===== src/rtl/apb_i2c_sequencer.sv =====
// APB master that programs an I2C bridge (CONFIG, TIMEOUT), pushes TX words into its
// data register and pops RX words, aborting on PSLVERR or on any wait that runs too long.
module apb_i2c_sequencer #(
  parameter int WAIT_LIMIT = 255
) (
  input  logic        PCLK,
  input  logic        PRESETn,
  input  logic        start,
  input  logic [13:0] cfg_word,
  input  logic [13:0] tmo_word,
  input  logic [7:0]  tx_len,
  input  logic [7:0]  rx_len,
  input  logic [31:0] tx_data,
  input  logic        tx_valid,
  output logic        tx_ready,
  output logic [31:0] rx_data,
  output logic        rx_valid,
  output logic        busy,
  output logic        done,
  output logic        error,
  output logic        PSELx,
  output logic        PENABLE,
  output logic        PWRITE,
  output logic [31:0] PADDR,
  output logic [31:0] PWDATA,
  input  logic [31:0] PRDATA,
  input  logic        PREADY,
  input  logic        PSLVERR,
  input  logic        INT_TX,
  input  logic        INT_RX,
  output logic [2:0]  o_dbg_state,
  output logic        o_dbg_tx_empty
);

  typedef enum logic [2:0] {
    S_IDLE   = 3'd0,
    S_SETUP  = 3'd1,
    S_ACCESS = 3'd2,
    S_TXWAIT = 3'd3,
    S_RXWAIT = 3'd4,
    S_FINISH = 3'd5
  } state_t;

  typedef enum logic [1:0] {
    PH_CFG = 2'd0,
    PH_TMO = 2'd1,
    PH_TX  = 2'd2,
    PH_RX  = 2'd3
  } phase_t;

  localparam int WW = (WAIT_LIMIT < 2) ? 1 : $clog2(WAIT_LIMIT + 1);
  localparam logic [WW-1:0] LIMIT_M1 = WW'(WAIT_LIMIT - 1);

  state_t        r_state;
  phase_t        r_phase;
  logic [13:0]   r_tmo;
  logic [7:0]    r_tx_cnt;
  logic [7:0]    r_rx_cnt;
  logic [WW-1:0] r_wait;

  logic          w_wait_hit;
  logic          w_abort;
  logic [7:0]    w_tx_rem;
  logic [7:0]    w_rx_rem;

  // Handshake: a TX word moves on a rising edge where tx_valid and tx_ready are both
  // high; tx_ready is registered and high only while parked in TXWAIT.
  assign w_wait_hit = (r_wait == LIMIT_M1);
  assign w_tx_rem   = (r_phase == PH_TX && r_tx_cnt != 8'd0) ? r_tx_cnt - 8'd1 : r_tx_cnt;
  assign w_rx_rem   = (r_phase == PH_RX && r_rx_cnt != 8'd0) ? r_rx_cnt - 8'd1 : r_rx_cnt;

  assign o_dbg_state = r_state;

  always_comb begin
    w_abort = 1'b0;
    case (r_state)
      S_ACCESS: w_abort = PREADY ? PSLVERR : w_wait_hit;
      S_TXWAIT: w_abort = !(tx_valid && tx_ready) && w_wait_hit;
      S_RXWAIT: w_abort = INT_RX && w_wait_hit;
      default:  w_abort = 1'b0;
    endcase
  end

  always_ff @(posedge PCLK or negedge PRESETn) begin
    if (!PRESETn) begin
      r_state        <= S_IDLE;
      r_phase        <= PH_CFG;
      r_tmo          <= '0;
      r_tx_cnt       <= '0;
      r_rx_cnt       <= '0;
      r_wait         <= '0;
      tx_ready       <= 1'b0;
      rx_data        <= '0;
      rx_valid       <= 1'b0;
      busy           <= 1'b0;
      done           <= 1'b0;
      error          <= 1'b0;
      PSELx          <= 1'b0;
      PENABLE        <= 1'b0;
      PWRITE         <= 1'b0;
      PADDR          <= '0;
      PWDATA         <= '0;
      o_dbg_tx_empty <= 1'b0;
    end else begin
      rx_valid       <= 1'b0;
      done           <= 1'b0;
      error          <= 1'b0;
      r_wait         <= '0;
      o_dbg_tx_empty <= INT_TX;
      if (w_abort) begin
        PSELx    <= 1'b0;
        PENABLE  <= 1'b0;
        tx_ready <= 1'b0;
        busy     <= 1'b0;
        done     <= 1'b1;
        error    <= 1'b1;
        r_state  <= S_FINISH;
      end else begin
        case (r_state)
          S_IDLE: begin
            if (start) begin
              r_tmo    <= tmo_word;
              r_tx_cnt <= tx_len;
              r_rx_cnt <= rx_len;
              r_phase  <= PH_CFG;
              PADDR    <= 32'd8;
              PWRITE   <= 1'b1;
              PWDATA   <= {18'b0, cfg_word};
              PSELx    <= 1'b1;
              PENABLE  <= 1'b0;
              busy     <= 1'b1;
              r_state  <= S_SETUP;
            end
          end
          S_SETUP: begin
            PENABLE <= 1'b1;
            r_state <= S_ACCESS;
          end
          S_ACCESS: begin
            if (PREADY) begin
              r_tx_cnt <= w_tx_rem;
              r_rx_cnt <= w_rx_rem;
              PENABLE  <= 1'b0;
              if (r_phase == PH_RX) begin
                rx_data  <= PRDATA;
                rx_valid <= 1'b1;
              end
              if (r_phase == PH_CFG) begin
                // CONFIG and TIMEOUT go out back to back with PSELx held high
                r_phase <= PH_TMO;
                PADDR   <= 32'd12;
                PWDATA  <= {18'b0, r_tmo};
                r_state <= S_SETUP;
              end else begin
                PSELx <= 1'b0;
                if (w_tx_rem != 8'd0) begin
                  tx_ready <= 1'b1;
                  r_state  <= S_TXWAIT;
                end else if (w_rx_rem != 8'd0) begin
                  r_state <= S_RXWAIT;
                end else begin
                  busy    <= 1'b0;
                  done    <= 1'b1;
                  r_state <= S_FINISH;
                end
              end
            end else begin
              r_wait <= r_wait + WW'(1);
            end
          end
          S_TXWAIT: begin
            if (tx_valid && tx_ready) begin
              tx_ready <= 1'b0;
              r_phase  <= PH_TX;
              PADDR    <= 32'd0;
              PWRITE   <= 1'b1;
              PWDATA   <= tx_data;
              PSELx    <= 1'b1;
              r_state  <= S_SETUP;
            end else begin
              r_wait <= r_wait + WW'(1);
            end
          end
          S_RXWAIT: begin
            if (!INT_RX) begin
              r_phase <= PH_RX;
              PADDR   <= 32'd4;
              PWRITE  <= 1'b0;
              PWDATA  <= '0;
              PSELx   <= 1'b1;
              r_state <= S_SETUP;
            end else begin
              r_wait <= r_wait + WW'(1);
            end
          end
          S_FINISH: r_state <= S_IDLE;
          default:  r_state <= S_IDLE;
        endcase
      end
    end
  end

endmodule


===== config.mk =====
export PLATFORM = sky130hd
export DESIGN_NAME = apb_i2c_sequencer
export DESIGN_NICKNAME = d
export VERILOG_FILES = /design/src/rtl/apb_i2c_sequencer.sv
export SDC_FILE = /design/constraint.sdc
export NUM_CORES = 1
export LEC_CHECK = 0
export ABC_CLOCK_PERIOD_IN_PS = 2300
export BUFFER_PORTS_ARGS = -buffer_cell sky130_fd_sc_hd__buf_2
export CORE_AREA = 3 3 121 123
export CTS_BUF_LIST = sky130_fd_sc_hd__clkbuf_8 sky130_fd_sc_hd__clkbuf_16
export DETAILED_ROUTE_END_ITERATION = 6
export DIE_AREA = 0 0 124 126
export PLACE_DENSITY = 0.79
export RECOVER_POWER = 50
export SLEW_MARGIN = 0
export SYNTH_ARGS = -nofsm -noshare
export SYNTH_HDL_FRONTEND = slang
export SYNTH_SLANG_ARGS = --single-unit
export TNS_END_PERCENT = 100

===== constraint.sdc =====
create_clock -name PCLK -period 2.3 [get_ports PCLK]
set_input_delay 0.115 -clock PCLK [delete_from_list [all_inputs] [get_ports PCLK]]
set_output_delay 0.115 -clock PCLK [all_outputs]
set_load 0.05 [all_outputs]

Word level (Yosys, flattened, before mapping). Cells that the tools add are included.

Bits in registers: 148. Latch bits: 0. RAM bits: 0. Memory bits (read-only): 0. Input bits: 116. Output and inout port bits: 108. Logic and storage cells: 149. Memories: 0.

Add/sub/neg operators: 3. Multipliers: 0. Div/mod/pow operators: 0. Order comparisons: 0. Eq/ne operators: 20. Shift operators: 0. Mux-type cells: 78. Bitwise gates (word level): 1. Reductions and logical operators: 29.

Operator list (count): $mux W32 (10); $pmux W32 S4 (2); $mux W8 (10); $mux W1 (33); $pmux W8 S2 (2); $reduce_bool A8 Y1 (4); $ne A3 B3 Y1 const B (8); $pmux W8 S3 (1); $mux W3 (7); $sub A8 B1 Y8 const B (2); $pmux W3 S5 (1); $reduce_and A4 Y1 (3); $reduce_and A6 Y1 (2); $mux W2 (5); $ne A2 B2 Y1 const B (5); $reduce_and A5 Y1 (2); $pmux W1 S3 (3); $reduce_bool A3 Y1 (3); $add A8 B1 Y8 const B (1); $eq A8 B8 Y1 const B (1); $pmux W2 S4 (1); $reduce_bool A4 Y1 (2); $reduce_and A7 Y1 (1); $eq A3 B2 Y1 const B (2); other kinds (13) (20).

Longest topological paths before layout.
Depth in word-level cells: 10. Depth in mapped cells: 10. Mapped depth without buffers: 8.

Worst setup path before layout. No wires, ideal clock.

Path kind: reg2reg. Start: register r_state[1], in the netlist o_dbg_state[1]. End: register busy. Setup time: 87 ps. Arrival: 2476 ps. Data required time: 2213 ps. Slack: -262 ps. Cell stages (with the launch flop): 9. Path buffers: 2. Period minus slack after synthesis: 2562 ps. Cell sequence: dfrtp_1 buf_2 or3b_1 clkbuf_1 or4_1 a221oi_2 o2111ai_2 a21o_1 a211oi_2.

Cells in the longest elaborated chain, start to end: 4. Elaborated cells between the ends (all ways): 14. Those cells by class: eq/ne: 8; mux: 3; reduce/logical: 3.

RTL lines: start, declared (RTL line 54) `state_t r_state;`; start signal, assigned (RTL line 86) `r_state <= S_IDLE;`; start signal, assigned (RTL line 117) `r_state <= S_FINISH;`; start signal, assigned (RTL line 132) `r_state <= S_SETUP;`; $eq A3 B3 Y1 (tied with other cells) (RTL line 76) `case (r_state)`; $pmux W1 S3 (RTL line 76); $ne A3 B3 Y1 (no line) or $reduce_bool A3 Y1 (tied branches); $reduce_and A6 Y1 (no line); end signal, assigned (RTL line 95) `busy <= 1'b0;`; end signal, assigned (RTL line 114) `busy <= 1'b0;`; end signal, assigned (RTL line 131) `busy <= 1'b1;`; end, declared (RTL line 18) `output logic busy,`.

Several ways; a longest one is shown, not always the timed one. A chain may end at the register's enable or synchronous reset.

Worst setup path after layout.
Start: register r_tx_cnt[0]. End: register r_state[0], in the netlist o_dbg_state[0].

Cells in the longest elaborated chain, start to end: 9. Elaborated cells between the ends (all ways): 10. Those cells by class: add/sub: 1; mux: 6; reduce/logical: 3.

RTL lines: start, declared (RTL line 57) `logic [7:0] r_tx_cnt;`; start signal, assigned (RTL line 123) `r_tx_cnt <= tx_len;`; start signal, assigned (RTL line 141) `r_tx_cnt <= w_tx_rem;`; parallel branches: the longest is 2 deep, another holds $sub A8 B1 Y8; $mux W8 (*) (RTL line 69) `assign w_tx_rem = (r_phase == PH_TX && r_tx_cnt != 8'd0) ? r_tx_cnt - 8'd1 : r_tx_cnt;`; $reduce_bool A8 Y1 (*) (RTL line 156) `if (w_tx_rem != 8'd0) begin`; $mux W3 (*) (RTL line 156); $mux W3 (*) (RTL line 148) `if (r_phase == PH_CFG) begin`; $mux W3 (*) (RTL line 140) `if (PREADY) begin`; $pmux W3 S5 (*) (RTL line 119) `case (r_state)`; $mux W3 (*) (RTL line 110) `if (w_abort) begin`; end signal, assigned (RTL line 117); end signal, assigned (RTL line 137) `r_state <= S_ACCESS;`; end signal, assigned (RTL line 153) `r_state <= S_SETUP;`.

Every way passes the cells marked *. The select of a mux whose other input is x is not followed.

==> flow_summary.ini <==
[drt]
viasPerCell = 5.23
ant_nets = 0
via_count = 5605
met2_length_um = 8560
first_iter_violations = 353
first_pass_iters = 5
routed.top_layer = met4
wl_per_cell_um = 16.0
routed_wirelength_um = 17200
met1_length_um = 6730
drcViolationCount = 0
met3_length_um = 1390

[sta]
rsz0062_at_grt = true
hold_ws_ns = 0.0230
finalSetupViolations = 0
fin_skew_ns = 0.00841
timing.final.crit_share_pct = 97.9
maxSlewViolCount = 0
fin_crit_ns = 2.25
hold_violations = 0
fmax_ghz = 0.444
fin_setup_tns_ns = 0
tightest_slew_ns = 1.04
relSlewSlack_pct = 30.6
timing.final.ws_setup_ns = 0.0489

[setup_path]
cp.arrival_ns = 2.54
path_cells = or4b_1 -> mux2_2 -> o211ai_1 -> and4_1 -> o211ai_1 -> o32a_1
critical_path_required_ns = 2.59
cp_slowest_cell = or4b_1
path_common_cell = o211ai_1
start_kind = flop
endpoint_kind = flop
cp_slowest_stage_delay_ns = 0.51
crit_fanout = 5
crit_type = reg2reg

[logic_synthesis]
synth_most_common_cell = dfrtp_1
synthTopCellsByArea = dfrtp_1 (48%), mux2_2 (9.1%), buf_4 (3.8%)
synth_ff_type = dfrtp_1
synth_top_area_cell = dfrtp_1
ys_ff_latch = 117
yosysUniqueCellTypes = 65
ys_async_sr_fraction_pct = 100
yosys.area.top_type_share_pct = 48.1
syn_area_per_cell_um2 = 10.2
ys_seq_area_share_pct = 48.1
syn_inst = 598
synth-edff-count = 0
yosysWarningCount = 0
synth_area_um2 = 6080
synth_common_cells = dfrtp_1 (117), nor2_1 (61), mux2_2 (49), inv_1 (33), o21ai_0 (32)

[global_route]
antenna_found_initial = 0
grtUsageTotal_pct = 22.4
grt_max_degree = 48
grt_overflow = 0
grt_pass1_vias = 5738
grt_pass1_wl_um = 27700

[clocking]
max-clock-path-buffers = 2
clock_sinks = 117
clock_latency_ns = 0.41
cts_buffers = 17
cts.htree.levels = 4
clk_pin_slew_ns = 0.06
cts_tree = done
clockRootBuffer = clkbuf_16

[layout]
drive_above_1_share_pct = 33.3
final_cells = 1072
final_area_um2 = 8630
num_antenna_cells = 0
nets = 999
area_delta_synth_final_pct = 41.8

[placement]
dp_slack_ns = 0.0562
portBuffers = 193
globalplace.congestion = 0.885
dp_cells = 968
placed_area_um2 = 7350
dp_hpwl_um = 11600

[job]
maxCapViolCount = 0

[pwr]
p_leak_nw = 4.14
powerDensity_nw_per_um2 = 1410
peakVddDrop_mv = 1.11

[die]
die_x_um = 124
rows = 43
dieArea_um2 = 15600
start_util_pct = 44.2
core_area_um2 = 13800
die_h_um = 126
pin_count = 224

[run_status]
status = finished clean

[worst_hold_path]
hold_path.class = in2reg
==> layer usage <==
metal	GRT usage [%]	up-vias
met3	7.41	46
met4	9.47	0
li1	-	2648
met1	25.9	2659
met2	37.9	252
met5	0	-
==> cell usage in the layout (no fill, tap or decap), types with 15 or more instances in the layout <==
cell and instances:
mux2_2 49, conb_1 30, clkbuf_16 17, mux2i_1 15
dfrtp_1 113, nand2_1 28, clkbuf_1 38, buf_4 32
buf_2 156, nor2_1 61, nand3_1 28, inv_1 33
a21oi_1 24, dlygate4sd3_1 67, o21ai_0 31
==> critical path: cells and delay by family (launching register included) <==
| kind | cells | cell delay, ns |
|---|---|---|
| DFF | 1 | 0.43 |
| and+or+nand+nor | 2 | 0.78 |
| AOI/OAI and AO/OA | 3 | 0.65 |
| muxes | 1 | 0.27 |
==> cell type report <==
class                   count  area, um^2
fillers                  1156        5140
flip-flops and latches    117        2930
multi-input cells         410        2790
repair buffers            300        1940
clock buffers              18         439
well taps                 180         225
clock inverters            14         176
inverters                  33         124
==> path summary, 6_finish.rpt <==
| check | cells past startpoint | slack [ns] | end | from |
|---|---|---|---|---|
| setup / recovery | 6 | 0.05 | o_dbg_state[0] | r_tx_cnt[0] |
| hold / removal | 3 | 0.02 | r_rx_cnt[7] | rx_len[7] |
| setup reg to reg | 6 | 0.05 | o_dbg_state[0] | r_tx_cnt[0] |
| hold reg to reg | 1 | 0.48 | PWDATA[1] | PWDATA[1] |
| max in group asynchronous | 3 | 0.42 | PWDATA[9] | PRESETn |
| min in group asynchronous | 2 | 0.42 | PWDATA[15] | PRESETn |
==> report_power, final <==
group | switching (mW) | leakage, nW | internal [mW]
logic | 3.90 | 2.35 | 2.11
clock network | 0.982 | 0.303 | 1.74
registers | 0.578 | 1.49 | 2.82
==> stage by stage <==
step           total power [mW]  utilization (%)
2_1_floorplan              7.76                -
3_3_place_gp               9.16             53.4
3_5_place_dp               9.28             53.4
4_1_cts                    12.2             62.7
5_1_grt                    12.9             62.6
6_report                   12.1             62.6
==> cell families after synthesis <==
| kind of cell | count (synthesis) | synth area share, % |
|---|---|---|
| compound gates | 127 | 14.4 |
| xor+xnor | 7 | 1.01 |
| fa+ha+maj | 4 | 0.823 |
| buf+inv | 100 | 8.62 |
| flops | 117 | 48.1 |
| mux | 78 | 14.1 |
| other cells | 1 | 0.0616 |
| simple gates | 164 | 12.8 |
==> state kept, by name (all words and copies together), names as in the netlist <==
| signal | cells |
|---|---|
| o_dbg_tx_empty | 1 |
| tx_ready | 1 |
| PADDR | 1 |
| PSELx | 1 |
| done | 1 |
| r_rx_cnt | 8 |
| PWRITE | 1 |
| error | 1 |
| r_wait | 8 |
| r_tx_cnt | 8 |
| rx_valid | 1 |
| o_dbg_state | 3 |
| r_tmo | 14 |
| r_phase | 2 |
| busy | 1 |
| rx_data | 32 |
| PENABLE | 1 |
| PWDATA | 32 |
==> what timing repair did <==
action                                  in CTS  in global routing
buffers inserted                             0                  5
resized for setup                            0                  6
hold endpoints to repair                   103                  0
hold buffers                                67                  0
endpoints found under the setup margin       0                 57
Power figures use the tool's default switching activity.
